**config.mk**
```make
export PLATFORM = sky130hd
export DESIGN_NAME = voter_session
export DESIGN_NICKNAME = d
export VERILOG_FILES = /design/src/rtl/voter_session.sv
export SDC_FILE = /design/constraint.sdc
export NUM_CORES = 1
export LEC_CHECK = 0
export ABC_AREA = 1
export CORE_AREA = 2 2 160 162
export CTS_BUF_LIST = sky130_fd_sc_hd__clkbuf_16
export DETAILED_ROUTE_END_ITERATION = 12
export DIE_AREA = 0 0 162 164
export PLACE_DENSITY = 0.64
export SETUP_SLACK_MARGIN = 0.1
export SLEW_MARGIN = 20
export SYNTH_ARGS = -nofsm -noshare
export SYNTH_HDL_FRONTEND = slang
export SYNTH_SLANG_ARGS = --single-unit
```
**constraint.sdc**
```tcl
create_clock -name clk -period 21.9 [get_ports clk]
set_input_delay 5.475 -clock clk [delete_from_list [all_inputs] [get_ports clk]]
set_output_delay 5.475 -clock clk [all_outputs]
set_load 0.005 [all_outputs]
```
**src/rtl/voter_session.sv**
```systemverilog
// Weighted-ballot session tallier: three voter classes, once-per-session voting,
// saturating running tally, registered final result and threshold verdict.
module voter_session #(
    parameter int NP_W    = 32,
    parameter int VIP_W   = 8,
    parameter int VVIP_W  = 1,
    parameter int NP_WT   = 1,
    parameter int VIP_WT  = 4,
    parameter int VVIP_WT = 16,
    parameter int RES_W   = 8,
    parameter int THRESH  = 40
) (
    input  logic              clk,
    input  logic              reset,
    input  logic              start,
    input  logic              close,
    input  logic [NP_W-1:0]   np,
    input  logic [VIP_W-1:0]  vip,
    input  logic [VVIP_W-1:0] vvip,
    output logic [RES_W-1:0]  result,
    output logic              busy,
    output logic              done,
    output logic              pass,
    output logic [1:0]        state_dbg
);

    // Handshake: start is sampled only in IDLE and close only in OPEN; each is
    // a level sampled on the rising edge, there is no ready/ack back-channel.

    localparam int MAX_INC = NP_W * NP_WT + VIP_W * VIP_WT + VVIP_W * VVIP_WT;
    localparam int MAX_RES = (2 ** RES_W) - 1;
    localparam int SUM_W   = $clog2(MAX_RES + MAX_INC + 1);
    localparam logic [SUM_W-1:0] SAT_VAL = SUM_W'(MAX_RES);

    typedef enum logic [1:0] {
        IDLE = 2'd0,
        OPEN = 2'd1,
        DONE = 2'd2
    } state_t;

    state_t             state_q, state_d;
    logic [RES_W-1:0]   result_q, result_d;
    logic               pass_q, pass_d;
    logic [NP_W-1:0]    mask_np_q, mask_np_d;
    logic [VIP_W-1:0]   mask_vip_q, mask_vip_d;
    logic [VVIP_W-1:0]  mask_vvip_q, mask_vvip_d;

    logic [NP_W-1:0]    new_np;
    logic [VIP_W-1:0]   new_vip;
    logic [VVIP_W-1:0]  new_vvip;
    logic [SUM_W-1:0]   inc;
    logic [SUM_W-1:0]   sum;
    logic [RES_W-1:0]   sat_result;

    assign new_np   = np & ~mask_np_q;
    assign new_vip  = vip & ~mask_vip_q;
    assign new_vvip = vvip & ~mask_vvip_q;

    always_comb begin
        inc = '0;
        for (int i = 0; i < NP_W; i++)
            if (new_np[i]) inc = inc + SUM_W'(NP_WT);
        for (int i = 0; i < VIP_W; i++)
            if (new_vip[i]) inc = inc + SUM_W'(VIP_WT);
        for (int i = 0; i < VVIP_W; i++)
            if (new_vvip[i]) inc = inc + SUM_W'(VVIP_WT);
    end

    // SUM_W is sized so the full-scale tally plus the largest increment cannot wrap.
    assign sum        = SUM_W'(result_q) + inc;
    assign sat_result = (sum > SAT_VAL) ? RES_W'(MAX_RES) : sum[RES_W-1:0];

    always_comb begin
        state_d     = state_q;
        result_d    = result_q;
        pass_d      = pass_q;
        mask_np_d   = mask_np_q;
        mask_vip_d  = mask_vip_q;
        mask_vvip_d = mask_vvip_q;
        case (state_q)
            IDLE: begin
                if (start) begin
                    state_d     = OPEN;
                    result_d    = '0;
                    pass_d      = 1'b0;
                    mask_np_d   = '0;
                    mask_vip_d  = '0;
                    mask_vvip_d = '0;
                end
            end
            OPEN: begin
                mask_np_d   = mask_np_q | np;
                mask_vip_d  = mask_vip_q | vip;
                mask_vvip_d = mask_vvip_q | vvip;
                result_d    = sat_result;
                if (close) begin
                    state_d = DONE;
                    pass_d  = (32'(sat_result) >= THRESH);
                end
            end
            DONE: begin
                state_d = IDLE;
            end
            default: begin
                state_d = IDLE;
            end
        endcase
    end

    always_ff @(posedge clk or negedge reset) begin
        if (!reset) begin
            state_q     <= IDLE;
            result_q    <= '0;
            pass_q      <= 1'b0;
            mask_np_q   <= '0;
            mask_vip_q  <= '0;
            mask_vvip_q <= '0;
        end else begin
            state_q     <= state_d;
            result_q    <= result_d;
            pass_q      <= pass_d;
            mask_np_q   <= mask_np_d;
            mask_vip_q  <= mask_vip_d;
            mask_vvip_q <= mask_vvip_d;
        end
    end

    assign result    = result_q;
    assign pass      = pass_q;
    assign busy      = (state_q == OPEN);
    assign done      = (state_q == DONE);
    assign state_dbg = state_q;

endmodule

```
==> metrics <==
clk buf depth 2; # hold bufs at CTS 0; Worst-path clk slew 0.07 ns; vias in the first global route 12,400; CTS tree yes; Clock Latency Late Sink 0.29 ns; Seq/Total Area, Yosys 11.8%; DRC 0; area grow syn2layout 42.0%; metal3 WL around 1100 um; fmax 42.2 MHz; violated checks negative setup slack; Arr. time, crit path 23.89 ns; 1st-iter DRT viols 697; Cells after Synth 1,938; Post-DRT Antenna Nets 0; cell row count between 50 and 60; Syn Area/Cell between 5 and 6 um^2; Final Core Density 62.9%; max cap viols 0; GP Congestion 0.858; Yosys cell types 40; status finished, violations left; CP Launch Type primary input; CTS root buf clkbuf_16; share of cells above drive strength 1 37.0%; CP endpoint kind flip-flop; nets@finish 2,426; period utilization 108%; HPWL after detailed placement 22,200 um; Die H 164 um; final worst slack -1.81 ns; drt total wl approximately 32,000 um; global-route wire length before repair 52,300 um; Inst Count DP about 2,500; Tmin final 23.71 ns; GRT overflow 0; TritonRoute pass-1 iters 5; CTS buffer count 5; Main synth FF type dfrtp_1; final slew viol count 0; EDFF count, synth 0; pre-CTS WS -2.42 ns; peak fanout along the critical path 3; slowest stage delay, CP between 0.3 and 0.4 ns; unrepaired setup endpoints after global routing true; Worst Skew 0.00606 ns; WS Path Type primary input to flip-flop; critical path data required time 22.08 ns; syn nets 2,032; Buffers on Ports 57; die area 0.0266 mm^2; slowest CP cell o221a_4; # fillers approximately 2,200; Rel. slew slack 38.9%; vias ~13,000; WL per Instance 11.9 um; Top Metal Used met4; Initial Util 44.3%; Post-synth ARST share 100%; setup_tns -15.70 ns; Ports 58; wl on met1 14,100 um; CTS H-Tree Depth 2; area of the mapped netlist 0.0110 mm^2; core area 0.0248 mm^2; Overall Global Routing Usage 22.7%; die width about 160 um; largest net degree at the start of global routing 53; metal2 WL 15,400 um; Hold Path Class flip-flop to flip-flop; initial antenna violation count 1; Hold Violations, Final 0; transition time of the tightest slew-check pin 0.914 ns; Sink Count 52; via density per instance 4.90; Ys Warns 0; Yosys reg bits 52; final setup vio count 9; non-filler instance count after layout 2,664
-- critical path: cells and delay by family --
kind            cells  cell delay [ns]
xor+xnor            1             0.18
buf+inv            25             2.19
compound gates     14             2.16
simple gates       74             7.53
fa+ha+maj          25             6.37
-- registers in the layout, indices dropped and copies added (netlist names) --
register and count:
mask_np_q 32, state_dbg 2, mask_vip_q 8, mask_vvip_q 1
pass 1, result 8
-- Yosys cell counts (15+ instances only) --
library cell    n  area share (%)
a21oi_1        17            0.77
dfrtp_1        52              12
ha_1           48             5.5
inv_1         358              12
inv_2          17            0.58
nand2_1       508              17
nand2_2       150             8.5
nand2_4        23             2.4
nand3_1       238              11
nand3_2       104             9.5
nand3b_1       15             1.0
nand4_1        17            0.97
nor2_1        202             6.9
nor2_2         35             2.0
o21ai_0        61             2.8
-- cell usage in the layout, fill, tap and decap left out, types with 43 or more instances in the layout --
cell type and instances:
buf_4 338, clkdlybuf4s50_1 53, dfrtp_1 52, inv_1 347, nand2_1 443, nand2_2 195, nand2_4 43, nand3_1 216
nand3_2 121, nor2_1 193, o21ai_0 51
-- layer usage --
metal	vias to the layer above	track usage, %
li1	6869	-
met1	5832	28.5
met2	263	40.7
met3	87	2.55
met4	0	7.12
met5	-	0
-- path summary, 6_finish.rpt --
kind                                               start                   endpoint  slack [ns]  cells after the start
worst max-delay path                               np[1]           pass$_DFFE_PN0P_       -1.81                    139
worst min register to register  mask_np_q[9]$_DFFE_PN0P_   mask_np_q[9]$_DFFE_PN0P_        0.49                      2
worst max register to register  mask_np_q[0]$_DFFE_PN0P_           pass$_DFFE_PN0P_        3.07                    137
max in group asynchronous                          reset  mask_np_q[19]$_DFFE_PN0P_       16.15                      2
min in group asynchronous                          reset      result[6]$_DFFE_PN0P_        5.29                      2
worst min-delay path            mask_np_q[9]$_DFFE_PN0P_   mask_np_q[9]$_DFFE_PN0P_        0.49                      2
-- logic make-up after synthesis --
| family | share of synthesized area, % |
|---|---|
| and+or+nand+nor | 63.3 |
| adders and majority gates | 5.64 |
| AOI/OAI and AO/OA | 5.37 |
| DFF | 11.8 |
| xor gates and xnor gates | 0.637 |
| buffers and inverters | 13.2 |
-- through the flow --
step | area, um^2 | hold slack [ns]
after floorplan | 11300 | 0.454
after global placement | 13600 | 0.467
after detailed placement | 13600 | 0.474
after global routing | 15600 | 0.515
final | 15600 | 0.486
after CTS | 15000 | 0.491
-- timing repair --
action	CTS	global route
gates cloned	0	0
pin swaps	54	100
resized for setup	56	117
buffers inserted	133	24
endpoints found under the setup margin	9	9
hold endpoints to repair	0	0
-- final cells by class --
class	instances	area (um^2)	area share, %
multi-input combinational	1500	9200	58.9
timing repair buffer	396	3120	20.0
inverter	377	1440	9.20
sequential	52	1300	8.33
tap	330	413	2.64
clock buffer	5	125	0.801
clock inverter	3	15.0	0.0961
antenna	1	2.50	0.0160
Power is left out: the tool's default activity adds up to more than one toggle a clock period on the data nets, which glitch-free logic cannot reach.
